===== src/rtl/lcd_read_cycle_if.sv =====
// Bus bundle between a read requester/panel model and the HD44780 read-cycle sequencer.
// The slave modport is the sequencer side; master is the requester and panel side.
interface lcd_read_cycle_if;
  logic       rd_enable;
  logic       reg_sel;
  logic       poll;
  logic [7:0] db_in;
  logic       e_out;
  logic       rs_out;
  logic       rw_out;
  logic       db_release;
  logic       rd_finish;
  logic [7:0] data_out;
  logic       busy;
  logic [6:0] addr;
  logic       poll_timeout;

  modport master (
    output rd_enable, reg_sel, poll, db_in,
    input  e_out, rs_out, rw_out, db_release, rd_finish, data_out, busy, addr, poll_timeout
  );

  modport slave (
    input  rd_enable, reg_sel, poll, db_in,
    output e_out, rs_out, rw_out, db_release, rd_finish, data_out, busy, addr, poll_timeout
  );
endinterface


===== src/rtl/lcd_read_cycle.sv =====
// HD44780 read-cycle sequencer: single BF/AC or data-RAM reads, or busy-poll until BF clears.
// Optional macro LCD_POLL_TIMEOUT_EN bounds a poll to POLL_MAX reads and flags poll_timeout.
module lcd_read_cycle #(
  parameter int unsigned T_SETUP  = 1,
  parameter int unsigned T_E      = 2,
  parameter int unsigned T_HOLD   = 1,
  parameter int unsigned POLL_MAX = 255
) (
  input logic             clk,
  input logic             rst,
  lcd_read_cycle_if.slave bus
);

  typedef enum logic [2:0] {StIdle, StSetup, StEhigh, StHold, StDone} state_e;

  localparam int unsigned PollBits = $clog2(POLL_MAX + 1);
  localparam int unsigned PollW    = (PollBits < 8) ? 8 : PollBits;

  localparam logic [7:0]       SetupLast = 8'(T_SETUP - 1);
  localparam logic [7:0]       ELast     = 8'(T_E - 1);
  localparam logic [7:0]       HoldLast  = 8'(T_HOLD - 1);
  localparam logic [PollW-1:0] PollMaxW  = PollW'(POLL_MAX);

  state_e           state_q, state_d;
  logic [7:0]       cnt_q, cnt_d;
  logic             rs_q, rs_d;
  logic             poll_q, poll_d;
  logic [7:0]       data_q, data_d;
  logic [PollW-1:0] poll_cnt_q, poll_cnt_d;
  logic [PollW-1:0] reads_done;
`ifdef LCD_POLL_TIMEOUT_EN
  logic             timeout_q, timeout_d;
`endif

  // Completed reads including the one in HOLD; saturates so it never wraps in unbounded polls.
  assign reads_done = (poll_cnt_q == PollMaxW) ? poll_cnt_q : poll_cnt_q + PollW'(1);

  always_comb begin
    state_d    = state_q;
    cnt_d      = cnt_q;
    rs_d       = rs_q;
    poll_d     = poll_q;
    data_d     = data_q;
    poll_cnt_d = poll_cnt_q;
`ifdef LCD_POLL_TIMEOUT_EN
    timeout_d  = timeout_q;
`endif
    unique case (state_q)
      StIdle: begin
        if (bus.rd_enable) begin
          rs_d       = bus.reg_sel;
          poll_d     = bus.poll;
          poll_cnt_d = '0;
          cnt_d      = '0;
`ifdef LCD_POLL_TIMEOUT_EN
          timeout_d  = 1'b0;
`endif
          state_d    = StSetup;
        end
      end
      StSetup: begin
        if (cnt_q == SetupLast) begin
          cnt_d   = '0;
          state_d = StEhigh;
        end else begin
          cnt_d = cnt_q + 8'd1;
        end
      end
      StEhigh: begin
        if (cnt_q == ELast) begin
          cnt_d   = '0;
          data_d  = bus.db_in;
          state_d = StHold;
        end else begin
          cnt_d = cnt_q + 8'd1;
        end
      end
      StHold: begin
        if (cnt_q == HoldLast) begin
          cnt_d      = '0;
          poll_cnt_d = reads_done;
          // Poll only applies to BF/AC reads; a data-RAM read with poll set is a single read.
          if (poll_q && !rs_q && data_q[7]) begin
`ifdef LCD_POLL_TIMEOUT_EN
            if (reads_done >= PollMaxW) begin
              timeout_d = 1'b1;
              state_d   = StDone;
            end else begin
              state_d = StSetup;
            end
`else
            state_d = StSetup;
`endif
          end else begin
            state_d = StDone;
          end
        end else begin
          cnt_d = cnt_q + 8'd1;
        end
      end
      StDone:  state_d = StIdle;
      default: state_d = StIdle;
    endcase
  end

  // Outputs decode straight from state so an async reset drops E/RW/DB release immediately.
  always_comb begin
    bus.e_out      = 1'b0;
    bus.rs_out     = 1'b0;
    bus.rw_out     = 1'b0;
    bus.db_release = 1'b0;
    bus.rd_finish  = 1'b0;
    unique case (state_q)
      StSetup, StHold: begin
        bus.rs_out     = rs_q;
        bus.rw_out     = 1'b1;
        bus.db_release = 1'b1;
      end
      StEhigh: begin
        bus.e_out      = 1'b1;
        bus.rs_out     = rs_q;
        bus.rw_out     = 1'b1;
        bus.db_release = 1'b1;
      end
      StDone:  bus.rd_finish = 1'b1;
      default: bus.rd_finish = 1'b0;
    endcase
  end

  assign bus.data_out = data_q;
  assign bus.busy     = data_q[7];
  assign bus.addr     = data_q[6:0];
`ifdef LCD_POLL_TIMEOUT_EN
  assign bus.poll_timeout = timeout_q;
`else
  assign bus.poll_timeout = 1'b0;
`endif

  always_ff @(posedge clk or posedge rst) begin
    if (rst) begin
      state_q    <= StIdle;
      cnt_q      <= '0;
      rs_q       <= 1'b0;
      poll_q     <= 1'b0;
      data_q     <= 8'h00;
      poll_cnt_q <= '0;
`ifdef LCD_POLL_TIMEOUT_EN
      timeout_q  <= 1'b0;
`endif
    end else begin
      state_q    <= state_d;
      cnt_q      <= cnt_d;
      rs_q       <= rs_d;
      poll_q     <= poll_d;
      data_q     <= data_d;
      poll_cnt_q <= poll_cnt_d;
`ifdef LCD_POLL_TIMEOUT_EN
      timeout_q  <= timeout_d;
`endif
    end
  end

endmodule


===== src/flat_wrapper.sv =====
// flat-port wrapper written by rule: the top's interface ports become plain ports
module lcd_read_cycle_flat 
#(
  parameter int unsigned T_SETUP  = 1,
  parameter int unsigned T_E      = 2,
  parameter int unsigned T_HOLD   = 1,
  parameter int unsigned POLL_MAX = 255
)
  (clk, rst, bus_rd_enable, bus_reg_sel, bus_poll, bus_db_in, bus_e_out, bus_rs_out, bus_rw_out, bus_db_release, bus_rd_finish, bus_data_out, bus_busy, bus_addr, bus_poll_timeout);
  lcd_read_cycle_if bus_i ();
  input logic clk;
  input logic rst;
  input wire logic [$bits(bus_i.rd_enable)-1:0] bus_rd_enable;
  input wire logic [$bits(bus_i.reg_sel)-1:0] bus_reg_sel;
  input wire logic [$bits(bus_i.poll)-1:0] bus_poll;
  input wire logic [$bits(bus_i.db_in)-1:0] bus_db_in;
  output wire logic [$bits(bus_i.e_out)-1:0] bus_e_out;
  output wire logic [$bits(bus_i.rs_out)-1:0] bus_rs_out;
  output wire logic [$bits(bus_i.rw_out)-1:0] bus_rw_out;
  output wire logic [$bits(bus_i.db_release)-1:0] bus_db_release;
  output wire logic [$bits(bus_i.rd_finish)-1:0] bus_rd_finish;
  output wire logic [$bits(bus_i.data_out)-1:0] bus_data_out;
  output wire logic [$bits(bus_i.busy)-1:0] bus_busy;
  output wire logic [$bits(bus_i.addr)-1:0] bus_addr;
  output wire logic [$bits(bus_i.poll_timeout)-1:0] bus_poll_timeout;
  assign bus_i.rd_enable = bus_rd_enable;
  assign bus_i.reg_sel = bus_reg_sel;
  assign bus_i.poll = bus_poll;
  assign bus_i.db_in = bus_db_in;
  assign bus_e_out = bus_i.e_out;
  assign bus_rs_out = bus_i.rs_out;
  assign bus_rw_out = bus_i.rw_out;
  assign bus_db_release = bus_i.db_release;
  assign bus_rd_finish = bus_i.rd_finish;
  assign bus_data_out = bus_i.data_out;
  assign bus_busy = bus_i.busy;
  assign bus_addr = bus_i.addr;
  assign bus_poll_timeout = bus_i.poll_timeout;
  lcd_read_cycle #(.T_SETUP(T_SETUP), .T_E(T_E), .T_HOLD(T_HOLD), .POLL_MAX(POLL_MAX)) u_core (.clk(clk), .rst(rst), .bus(bus_i));
endmodule

===== config.mk =====
export PLATFORM = sky130hd
export DESIGN_NAME = lcd_read_cycle_flat
export DESIGN_NICKNAME = d
export VERILOG_FILES = /design/src/rtl/lcd_read_cycle_if.sv /design/src/rtl/lcd_read_cycle.sv /design/src/flat_wrapper.sv
export SDC_FILE = /design/constraint.sdc
export NUM_CORES = 1
export LEC_CHECK = 0
export ABC_CLOCK_PERIOD_IN_PS = 1920
export BUFFER_PORTS_ARGS = -buffer_cell sky130_fd_sc_hd__buf_2
export CORE_UTILIZATION = 50
export DETAILED_ROUTE_END_ITERATION = 10
export GPL_TIMING_DRIVEN = 0
export HOLD_SLACK_MARGIN = 0.12
export PLACE_DENSITY = 0.78
export SETUP_SLACK_MARGIN = 0.2
export SLEW_MARGIN = 25
export SYNTH_ARGS = -nofsm -noshare
export SYNTH_HDL_FRONTEND = slang
export SYNTH_SLANG_ARGS = --single-unit

===== constraint.sdc =====
create_clock -name clk -period 1.92 [get_ports clk]
set_input_delay 0.192 -clock clk [delete_from_list [all_inputs] [get_ports clk]]
set_output_delay 0.192 -clock clk [all_outputs]
set_load 0.02 [all_outputs]

; ---- After elaboration in Yosys (flattened, before gate mapping)
; Index checks and enable logic that the tools add are counted.
[totals]
mem_bits_rw = 0
romBits = 0
wordCells = 41
n_memories = 0
output_inout_bits = 22
regBits = 21
latchBits = 0
in_bits = 13
[op_classes]
n_eq_ne = 9
order_cmp = 0
shifts = 0
muxes = 14
n_mul = 0
div_mod_pow = 0
n_bitwise = 0
reduce_logical = 12
add_sub_neg = 1
[ops]
columns = operator, n
row1 = $mux 8, 3
row2 = $pmux 8 s3, 1
row3 = $mux 3, 5
row4 = $pmux 3 s4, 1
row5 = $add 8x1->8 const B, 1
row6 = $eq 8x1->1 const B, 1
row7 = $logic_not 8->1, 1
row8 = $eq 3x2->1 const B, 2
row9 = $ne 2x1->1 const B, 3
row10 = $reduce_and 2->1, 3
row11 = $mux 1, 4
row12 = $reduce_and 4->1, 1
row13 = $eq 3x1->1 const B, 1
row14 = $eq 3x3->1 const B, 1
row15 = $logic_not 3->1, 1
row16 = $reduce_bool 3->1, 1
row17 = $reduce_or 3->1, 1
row18 = $logic_and 1x1->1, 2
row19 = $ne 2x2->1 const B, 1
row20 = $reduce_or 2->1, 1
row21 = $logic_not 1->1, 1

; ---- Logic depth before layout (Yosys ltp)
; Gate-level depths: netlist of the first run.
[logic_depth]
depth_word = 6
mapped_depth = 6
mapped_depth_nobuf = 6

; ---- Least setup slack after synthesis of the first run
; No wires, ideal clock.
[synth_timing]
kind = register -> register
startpoint = register u_core.state_q[2]
endpoint = register u_core.state_q[0]
t_required_ns = 1.800
slack_ns = 0.183
setup_time_ns = 0.120
arrival_ns = 1.617
path_stages_with_launch = 6
path_buffers = 1
period_less_slack_ns = 1.737
path_cell_list = dfrtp_1 > buf_2 > nor3b_2 > a21boi_1 > nor2_1 > a31o_2
[synth_between]
elab_chain_len = 3
elab_cells_between_ends = 10
cone_classes = eq/ne (7) / mux (1) / reduce/logical (2)
[synth_rtl]
columns = item, line_no
row1 = "start, declared", lcd_read_cycle.sv:24  ; state_e state_q, state_d;
row2 = "start signal, assigned", lcd_read_cycle.sv:141  ; state_q <= StIdle;
row3 = "start signal, assigned", lcd_read_cycle.sv:151  ; state_q <= state_d;
row4 = $eq 3x2->1 (tied with other cells), lcd_read_cycle.sv:48  ; unique case (state_q)
row5 = $ne 2x1->1 (no line) / $ne 2x2->1 (equally long branches), --
row6 = $reduce_and 4->1 (no line), --
; Parallel ways exist; a longest one is shown, timed or not.
; A chain may end at the register's enable or synchronous reset.

; ---- Worst setup path in the final report of the first run
[layout_timing]
startpoint = register u_core.cnt_q[5]
endpoint = register u_core.data_q[7] (netlist: u_core.bus.data_out[7])
[layout_between]
elab_chain_len = 2
[layout_rtl]
columns = item, line_no
row1 = "start, declared", lcd_read_cycle.sv:25  ; logic [7:0] cnt_q, cnt_d;
row2 = "start signal, assigned", lcd_read_cycle.sv:152  ; cnt_q <= cnt_d;
row3 = $eq 8x1->1, lcd_read_cycle.sv:70  ; if (cnt_q == ELast) begin
row4 = $reduce_and 2->1 (no line), --
row5 = "end signal, assigned", lcd_read_cycle.sv:155  ; data_q <= data_d;
row6 = "end, declared", lcd_read_cycle.sv:28  ; logic [7:0] data_q, data_d;
; No other way between the ends.

==> metrics.md, run 1 <==
| Metric | Value |
|---|---|
| Status | `complete, no violations` |
| Setup TNS | `0 ns` |
| Yosys warnings | `0` |
| Area grow syn2layout | `39.2%` |
| H-Tree Depth | `1` |
| Core Footprint | `2190 sq um` |
| Final setup violation count | `0` |
| Mapped Cells | `114` |
| Overall Global Routing Usage | `0.214` |
| Fmax | `582 MHz` |
| Die Ht | `50.1 microns` |
| Startpoint types | `register` |
| Critical path capture point type | `register` |
| Worst-Skew Late Latency | `0.30 ns` |
| Vias | `1,076` |
| Die Wd | `50.1 microns` |
| Worst hold path type | `in -> reg` |
| Pwr dens | `1690 nW/um^2` |
| Worst Setup Path Type | `reg -> reg` |
| Num Clock Sinks | `21` |
| Worst Tran Pin Value | `0.774 ns` |
| CP max FO | `8` |
| Die area | `2510 sq um` |
| Tmin final | `1.72 ns` |
| Initial antenna violation count | `0` |
| Yosys cell types | `34` |
| Most frequent cells in the layout | `buf_2, dfrtp_1, buf_4, nand2_1, dlygate4sd3_1` |
| DRT Wirelength | `2.89 mm` |
| Critical path data arrival time | `1.92 ns` |
| Root Driver | `clkbuf_4` |
| DR pass1 iterations | `4` |
| Number of enable flip-flop cells after synthesis | `0` |
| Reg area | `532 sq um` |
| Final Skew | `0.00249 ns` |
| HPWL Detailed | `1.56 mm` |
| Primary FF master, synth | `dfrtp_1` |
| Clk buf depth | `2` |
| Multi-input gate area | `584 sq um` |
| # diodes | `0` |
| Setup crit end | `u_core.bus.data_out[7]$_DFFE_PP0P_` |
| Commonest non-fill, non-tap cell in the layout | `buf_2` |
| Worst vdd ir | `1.44 mV` |
| Largest net degree at the start of global routing | `22` |
| Tcrit/Tclk final | `0.896` |
| #FFs+latches synth | `21` |
| Worst-path cell chain | `nor4_4 > buf_4 > buf_12 > nand3_2 > mux2_2` |
| First-pass GRT wire length | `4.04 mm` |
| Max-Slew Margin vs Limit | `0.483` |
| GR Overflow Total | `0` |
| Reg2Reg Launch Point | `u_core.cnt_q[5]$_DFFE_PP0P_` |
| Reg2reg setup slack | `0.20 ns` |
| Vias per std cell | `5.49` |
| Mapped cell area | `1160 sq um` |
| Share of cells above drive strength 1 | `0.470` |
| Routed len/inst | `14.7 microns` |
| Synthesized Nets | `130` |
| Slowest cell delay on critical path | `0.47 ns` |
| Drt drc | `0` |
| Lkg Pwr | `0.758 nW` |
| CTS Buf Count | `3` |
| Fin. max-slew vios | `0` |
| Total Power | `0.00272 W` |
| Average cell area after synthesis | `10.1 sq um` |
| Worst r2r path cells | `5` |
| RD Place Congestion | `0.785` |
| CP required | `2.12 ns` |
| Reg-to-reg endpoint | `u_core.bus.data_out[7]$_DFFE_PP0P_` |
| Final Hold Viols | `0` |
| CP max stage cell | `dfrtp_2` |
| Fill cells | `135` |
| Post-synthesis sequential area ratio | `0.455` |
| Crit path launch | `u_core.cnt_q[5]$_DFFE_PP0P_` |
| Io pins | `35` |
| Clk slew on worst S/H paths | `0.11 ns` |
| Starting Density | `0.528` |
| Port bufs | `33` |
| Rows | `17` |
| CTS tree | `built` |
| Post-DRT Antenna Nets | `0` |
| Vias in the first global route | `952` |
| MaxCap Viol Count | `0` |
| Iter 0 DRT Violations | `39` |
| Final nets | `185` |
| RSZ-0062 raised after global routing | `yes` |
| Post-synth ARST share | `1.00` |
per-layer routing:
metal / global-route usage / part of all wire
met1: 0.242 / 0.40
met2: 0.380 / 0.51
met3: 0.0710 / 0.071
met4: 0.0524 / 0.015
met5: 0 / 0
kinds of logic after synthesis:
family                   count (synthesis)  synth area share
AO/OA/AOI/OAI                           19             0.113
XOR/XNOR                                 1           0.00758
adder cells (fa/ha/maj)                  3            0.0325
buffers and inverters                   16            0.0855
flip-flops                              21             0.455
multiplexers                            10            0.0974
other                                    1           0.00324
AND/OR/NAND/NOR                         43             0.207
power by group:
part	switching [W]	internal (W)
Sequential	0.000166	0.000617
Combinational	0.000929	0.000792
Clock	0.000131	0.0000812
Total	0.00123	0.00149
critical path, delay by kind of cell, from the launching register on:
| kind | cells | cell delay (ns) |
|---|---|---|
| buffers and inverters | 2 | 0.30 |
| multiplexers | 1 | 0.35 |
| AND/OR/NAND/NOR | 2 | 0.49 |
| flip-flops | 1 | 0.47 |
worst min path at each step:
stage,to,from,slack (ns),cells after the start
floorplan,u_core.bus.data_out[0]$_DFFE_PP0P_,rst,0.17,1
global placement,u_core.bus.data_out[6]$_DFFE_PP0P_,rst,0.36,2
detailed placement,u_core.bus.data_out[6]$_DFFE_PP0P_,rst,0.36,2
CTS,u_core.poll_q$_DFFE_PP0P_,bus_poll,0.13,2
global route,u_core.state_q[0]$_DFFE_PP0P_,bus_rd_enable,0.37,4
finish,u_core.state_q[0]$_DFFE_PP0P_,bus_rd_enable,0.33,4
metrics by stage:
stage,std cells,hold WS (ns),cell area (sq um),setup WS [ns],util
after floorplan,114,0.169,1160,0.233,-
after global placement,175,0.357,1360,0.124,0.621
after detailed placement,175,0.364,1360,0.0994,0.621
after CTS,190,0.125,1520,0.207,0.692
after global routing,196,0.365,1610,0.131,0.734
final,196,0.326,1610,0.200,0.734
what timing repair did:
action	4_1_cts	5_1_grt
setup buffers	1	5
hold buffers	10	1
pin swaps	2	5
hold endpoints to repair	30	1
resized for setup	4	10
endpoints found under the setup margin	15	7
cell type report:
type                       count  share of cell area
tap                           28              0.0218
sequential                    21               0.330
clock buffer                   4              0.0163
multi-input combinational     77               0.363
buffer                        12              0.0521
timing repair buffer          50               0.207
inverter                       4             0.00933
synthesized netlist by cell type, types with 2 or more instances:
cell	count	area, sq um
buf_4	10	75.1
and2_1	2	12.5
nor3_1	3	15.0
nand3_1	4	20.0
ha_1	3	37.5
o21ai_0	5	25.0
nor2b_1	2	12.5
o22ai_1	3	18.8
inv_1	4	15.0
nor4_1	2	12.5
o211ai_1	2	15.0
a21oi_1	3	15.0
nand2_1	14	52.6
nor2_1	8	30.0
mux2_2	10	113
dfrtp_1	21	526
flip-flops by register name, summed over array words and instances (netlist names):
| signal | count |
|---|---|
| u_core.rs_q | 1 |
| u_core.cnt_q | 8 |
| u_core.state_q | 3 |
| u_core.poll_q | 1 |
| u_core.bus.data_out | 8 |
Note: power is estimated with default switching activity, not from simulation.
==> run 2, diff against run 1 <==
--- a/config.mk
+++ b/config.mk
@@ -7,11 +7,13 @@
 export LEC_CHECK = 0
 export ABC_CLOCK_PERIOD_IN_PS = 1920
 export BUFFER_PORTS_ARGS = -buffer_cell sky130_fd_sc_hd__buf_2
-export CORE_UTILIZATION = 50
+export CELL_PAD_IN_SITES_DETAIL_PLACEMENT = 1
+export CELL_PAD_IN_SITES_GLOBAL_PLACEMENT = 1
+export CORE_UTILIZATION = 38
 export DETAILED_ROUTE_END_ITERATION = 10
 export GPL_TIMING_DRIVEN = 0
 export HOLD_SLACK_MARGIN = 0.12
-export PLACE_DENSITY = 0.78
+export PLACE_DENSITY_LB_ADDON = 0.1
 export SETUP_SLACK_MARGIN = 0.2
 export SLEW_MARGIN = 25
 export SYNTH_ARGS = -nofsm -noshare
==> run 2 against run 1 <==
The run now ends with design-rule violations left. Critical path type unchanged. Largest power group unchanged. Sequential share of layout area rose by 0.28 points. First-iteration DRC count fell by 33%. Sequential power fell by 0.5%. Critical path depth did not move. Design area fell by 1.1%. Combinational power fell by 5%. Clock power barely moved. Flip-flop and latch count did not move.
==> metrics.md, run 2 (synthesis gave the netlist of run 1 again) <==
| Metric | Value |
|---|---|
| CP max FO | `5` |
| Largest net degree at the start of global routing | `22` |
| Die area | `3270 sq um` |
| RSZ-0062 raised after global routing | `yes` |
| Clk slew on worst S/H paths | `0.11 ns` |
| Root Driver | `clkbuf_4` |
| Rows | `19` |
| Cell area after placement | `1360 sq um` |
| CTS tree | `built` |
| Crit path launch | `u_core.cnt_q[6]$_DFFE_PP0P_` |
| Met3 Wirelength | `101 microns` |
| MaxCap Viol Count | `0` |
| Max-Slew Margin vs Limit | `0.477` |
| Combinational fraction of design power | `0.622` |
| Reg area | `531 sq um` |
| Worst Setup Path Type | `reg -> reg` |
| Vias per std cell | `5.18` |
| Non-Filler Instances | `199` |
| Hold path start | `bus_rd_enable` |
| Internal power | `0.00145 W` |
| Reg-to-reg endpoint | `u_core.state_q[2]$_DFFE_PP0P_` |
| Num Clock Sinks | `21` |
| Core Footprint | `2830 sq um` |
| Hold path depth | `4` |
| Overall Global Routing Usage | `0.196` |
| Vias in the first global route | `1,058` |
| Seq pwr share | `0.298` |
| Vias | `1,031` |
| Final Hold Viols | `0` |
| WHS | `0.332 ns` |
| CTS Buf Count | `3` |
| Finished Cell Area | `1590 sq um` |
| Critical path capture point type | `register` |
| Die Wd | `57.2 microns` |
| Multi-input gate area | `573 sq um` |
| Drt drc | `5` |
| Reg2Reg Launch Point | `u_core.cnt_q[6]$_DFFE_PP0P_` |
| Inst Count DP | `178` |
| Pwr dens | `1650 nW/um^2` |
| RD Place Congestion | `0.754` |
| Worst-path cell chain | `nor4_4 > buf_6 > a311oi_4 > or2_1 > nor4b_2` |
| Post-DRT Antenna Nets | `0` |
| DRT Wirelength | `2.76 mm` |
| First-pass GRT wire length | `4.90 mm` |
| Tcrit/Tclk final | `0.869` |
| Commonest non-fill, non-tap cell in the layout | `buf_2` |
| Worst Hold End | `u_core.state_q[0]$_DFFE_PP0P_` |
| Psw | `0.00117 W` |
| Fill cells | `316` |
| CP required | `2.14 ns` |
| Routed wl met2 | `1.49 mm` |
| Critical path data arrival time | `1.88 ns` |
| Area grow syn2layout | `37.7%` |
| Top Layer Used | `met4` |
| Worst-Skew Late Latency | `0.30 ns` |
| Slowest cell delay on critical path | `0.46 ns` |
| Fin. max-slew vios | `0` |
| Crit path buffers/inverters | `1` |
| HPWL Detailed | `1.96 mm` |
| Worst vdd ir | `0.819 mV` |
| Lkg Pwr | `0.753 nW` |
| Status | `complete, but fails checks` |
| Post-layout util | `0.563` |
| Critical path's top delay family | `simple AND/OR/NAND/NOR gates` |
| Port bufs | `33` |
| Startpoint types | `register` |
| DR pass1 iterations | `9` |
| Net Sw Frac | `0.447` |
| Total Power | `0.00262 W` |
| Initial antenna violation count | `0` |
| Instance count on the critical path | `5` |
| Reg2reg setup slack | `0.25 ns` |
| Routed len/inst | `13.8 microns` |
| GR Overflow Total | `0` |
| Final setup violation count | `0` |
| Die Ht | `57.2 microns` |
| # diodes | `0` |
| Worst r2r path cells | `5` |
| Iter 0 DRT Violations | `26` |
| Share of cells above drive strength 1 | `0.458` |
| Worst Tran Pin Value | `0.784 ns` |
| Tmin final | `1.67 ns` |
| Final Skew | `0.00164 ns` |
| CP max stage cell | `dfrtp_2` |
| Worst hold path type | `in -> reg` |
| Clk pwr share | `0.080` |
| Clk buf depth | `2` |
| Starting Density | `0.409` |
| H-Tree Depth | `1` |
| Final nets | `185` |
| Io pins | `35` |
| Most frequent cells in the layout | `buf_2, dfrtp_1, buf_4, nand2_1, dlygate4sd3_1` |
| Violated checks | `design-rule violations` |
| M1 WL | `1.13 mm` |
| Fmax | `600 MHz` |
## run 2: cell count changes in the layout (fill, tap and decap cells not counted)
cell and change:
buf_12 -1, buf_6 +1, dfrtp_1 +1, dfrtp_2 -1
nor4b_2 +1, nor4b_4 -1, o21ai_0 +1, o21ai_1 -1
or2_1 +1, or2_4 -1
## run 2: worst max-delay path by stage
stage | slack (ns) | to
2_1_floorplan | 0.23 | u_core.bus.data_out[0]$_DFFE_PP0P_
4_1_cts | 0.19 | u_core.state_q[0]$_DFFE_PP0P_
5_1_grt | 0.16 | u_core.state_q[2]$_DFFE_PP0P_
3_5_place_dp | -0.002 | u_core.state_q[0]$_DFFE_PP0P_
3_3_place_gp | 0.06 | u_core.state_q[0]$_DFFE_PP0P_
6_report | 0.25 | u_core.state_q[2]$_DFFE_PP0P_
## run 2: layout make-up
cell class | count | area share
buffer | 12 | 0.0527
clock buffer | 4 | 0.0165
inverter | 4 | 0.00943
multi-input combinational | 77 | 0.360
sequential | 21 | 0.333
tap | 31 | 0.0244
timing repair buffer | 50 | 0.204
## run 2: metrics by stage
step	setup WS [ns]	setup TNS (ns)
floorplan	0.233	0
global placement	0.0550	0
detailed placement	-0.00172	-0.00172
CTS	0.185	0
global route	0.158	0
finish	0.252	0
## run 2: power groups by stage
stage	sequential [W]	combinational (W)	clock, W
after floorplan	0.000864	0.000951	0
after CTS	0.000780	0.00153	0.000230
after global placement	0.000772	0.00141	0
after global routing	0.000815	0.00177	0.000243
after detailed placement	0.000790	0.00145	0
final	0.000780	0.00163	0.000210
## run 2: timing repair
item                                   in CTS  in global routing
buffers inserted                            2                  4
gates resized for setup                     5                  6
endpoints found under the hold margin      31                  0
pin swaps                                   1                  1
hold buffers                               11                  0
setup endpoints to repair                  15                 15
## run 2: worst min-delay path: stages
cell and delay, ns:
buf_2 0.10, a21oi_1 0.07, nor2_1 0.09, a31o_2 0.16
## run 2: layer usage
metal,track usage,vias to the layer above
met4,0.0627,0
met2,0.360,23
li1,-,499
met1,0.226,504
met3,0.0431,5
met5,0,-
==> run 3, diff against run 2 <==
--- a/config.mk
+++ b/config.mk
@@ -9,7 +9,7 @@
 export BUFFER_PORTS_ARGS = -buffer_cell sky130_fd_sc_hd__buf_2
 export CELL_PAD_IN_SITES_DETAIL_PLACEMENT = 1
 export CELL_PAD_IN_SITES_GLOBAL_PLACEMENT = 1
-export CORE_UTILIZATION = 38
+export CORE_UTILIZATION = 30
 export DETAILED_ROUTE_END_ITERATION = 10
 export GPL_TIMING_DRIVEN = 0
 export HOLD_SLACK_MARGIN = 0.12
==> run 3 against run 2 <==
Non-clock buffer count is 11 lower. Flip-flop and latch count unchanged. Sequential share of layout area rose by 1.3 points. Worst setup slack lost 0.0065 ns. The flow now finishes without violations. Count of clock-buffer cells in the layout fell by 1. Utilization down 15 points. Design area down 4.2%. Final cell count up 3.0%. Clock skew up 0.0069 ns. Global-route usage is 5.1 points lower. Die area increased by 26%. Power up 1.3%.
==> metrics.md, run 3 (synthesis gave the netlist of run 1 again) <==
| Metric | Value |
|---|---|
| Status | `complete, no violations` |
| Vias | `984` |
| Commonest non-fill, non-tap cell in the layout | `buf_2` |
| Clk slew on worst S/H paths | `0.08 ns` |
| Net Sw Frac | `0.443` |
| Num Clock Sinks | `21` |
| Internal power | `0.00148 W` |
| Final Skew | `0.00854 ns` |
| Fill cells | `433` |
| CP max FO | `7` |
| # diodes | `0` |
| Die Wd | `64.1 microns` |
| Worst hold path type | `in -> reg` |
| Core Footprint | `3690 sq um` |
| Worst-Skew Late Latency | `0.27 ns` |
| CTS tree | `built` |
| Setup TNS | `0 ns` |
| Tmin final | `1.67 ns` |
| DRT Wirelength | `2.72 mm` |
| Vias in the first global route | `903` |
| RD Place Congestion | `0.799` |
| CTS Buf Count | `3` |
| Clk pwr share | `0.111` |
| Worst slack, placed | `0.0388 ns` |
| Non-Filler Instances | `205` |
| Critical path capture point type | `register` |
| RSZ-0062 raised after global routing | `yes` |
| H-Tree Depth | `1` |
| Most frequent cells in the layout | `buf_2, dfrtp_1, buf_4, nand2_1, mux2_2` |
| Iter 0 DRT Violations | `24` |
| Root Driver | `clkbuf_8` |
| Overall Global Routing Usage | `0.145` |
| CP max stage cell | `dfrtp_1` |
| Die area | `4110 sq um` |
| Total Power | `0.00266 W` |
| Routed len/inst | `13.3 microns` |
| HPWL Detailed | `1.88 mm` |
| Tcrit/Tclk final | `0.872` |
| Startpoint types | `register` |
| Final setup violation count | `0` |
| Pwr dens | `1740 nW/um^2` |
| Post-DRT Antenna Nets | `0` |
| Worst Setup Path Type | `reg -> reg` |
| Inst Count DP | `195` |
| Die Ht | `64.1 microns` |
| Lkg Pwr | `0.723 nW` |
| Area grow syn2layout | `31.9%` |
| Max-Slew Margin vs Limit | `0.455` |
| Rows | `22` |
| Post-route worst setup slack | `0.246 ns` |
| Finished Cell Area | `1530 sq um` |
| Slowest cell delay on critical path | `0.41 ns` |
| Initial antenna violation count | `0` |
| Share of cells above drive strength 1 | `0.490` |
| Drt drc | `0` |
| First-pass GRT wire length | `4.49 mm` |
| GR Overflow Total | `0` |
| CP required | `2.09 ns` |
| Final Hold Viols | `0` |
| Starting Density | `0.313` |
| Largest net degree at the start of global routing | `22` |
| MaxCap Viol Count | `0` |
| Fin. max-slew vios | `0` |
| Fmax | `597 MHz` |
| Combinational fraction of design power | `0.597` |
| Io pins | `35` |
| Final nets | `174` |
| Psw | `0.00118 W` |
| Worst Tran Pin Value | `0.817 ns` |
| DR pass1 iterations | `4` |
| Port bufs | `33` |
| Worst-path cell chain | `inv_1 > ha_1 > nor3b_4 > a21boi_4 > or2_4 > nor4b_2` |
| Vias per std cell | `4.80` |
| Worst vdd ir | `0.517 mV` |
| Cell area after placement | `1390 sq um` |
| Clk buf depth | `2` |
| Seq pwr share | `0.292` |
| Critical path data arrival time | `1.84 ns` |
==> run 3: changes by cell type in the layout (fill, tap and decap cells not counted) <==
| cell | change |
|---|---|
| buf_1 | -1 |
| buf_4 | +1 |
| buf_6 | -1 |
| clkbuf_1 | -1 |
| clkbuf_4 | -3 |
| clkbuf_8 | +3 |
| clkinv_2 | +1 |
| dfrtp_1 | +2 |
| dfrtp_2 | -2 |
| dlygate4sd3_1 | -10 |
| or2_1 | -1 |
| or2_4 | +1 |
==> run 3: area by class of cell <==
cell class / instances / area [sq um] / area share
tap: 48 / 60.1 / 0.0394
clock buffer: 3 / 41.3 / 0.0271
sequential: 21 / 528 / 0.346
clock inverter: 1 / 5.00 / 0.00328
inverter: 4 / 15.0 / 0.00984
timing repair buffer: 40 / 220 / 0.144
buffer: 11 / 80.1 / 0.0525
multi-input combinational: 77 / 576 / 0.377
==> run 3: repair_timing <==
| action | in CTS | in global routing |
|---|---|---|
| gates resized for setup | 6 | 3 |
| pin swaps | 1 | 1 |
| setup buffers | 1 | 5 |
| setup endpoints to repair | 15 | 15 |
| hold buffers | 1 | 0 |
| endpoints found under the hold margin | 21 | 0 |
==> run 3: layer usage <==
| metal | GRT usage | up-vias | wire length, microns |
|---|---|---|---|
| met1 | 0.179 | 484 | 1210 |
| met2 | 0.242 | 22 | 1360 |
| met3 | 0.0375 | 5 | 115 |
| met4 | 0.0511 | 0 | 33 |
| met5 | 0 | - | 0 |
| li1 | - | 473 | - |
==> run 3: final timing paths <==
check	start	end	slack, ns	cells after the start
setup reg to reg	u_core.cnt_q[1]$_DFFE_PP0P_	u_core.state_q[2]$_DFFE_PP0P_	0.25	6
max in group asynchronous	rst	u_core.cnt_q[4]$_DFFE_PP0P_	0.72	3
setup / recovery	u_core.cnt_q[1]$_DFFE_PP0P_	u_core.state_q[2]$_DFFE_PP0P_	0.25	6
hold / removal	bus_poll	u_core.poll_q$_DFFE_PP0P_	0.16	2
hold reg to reg	u_core.poll_q$_DFFE_PP0P_	u_core.poll_q$_DFFE_PP0P_	0.52	1
min in group asynchronous	rst	u_core.cnt_q[5]$_DFFE_PP0P_	0.63	3
==> run 3: worst max-delay path: cells and delay by family, from the launching register on <==
kind / cells / cell delay, ns
simple gates: 3 / 0.78
flops: 1 / 0.41
fa+ha+maj: 1 / 0.15
compound gates: 1 / 0.13
buf+inv: 1 / 0.09
==> run 3: stage by stage <==
step                 util  hold WS, ns
floorplan               -        0.169
global placement    0.376        0.402
detailed placement  0.376        0.388
CTS                 0.400        0.147
global route        0.414        0.148
finish              0.414        0.158
==> run 3: power by group through the flow <==
stage                     logic [W]  clock network, W  registers [W]
after floorplan            0.000951                 0       0.000864
after global placement      0.00142                 0       0.000773
after detailed placement    0.00144                 0       0.000787
after CTS                   0.00152          0.000314       0.000778
after global routing        0.00171          0.000326       0.000810
final                       0.00159          0.000295       0.000775
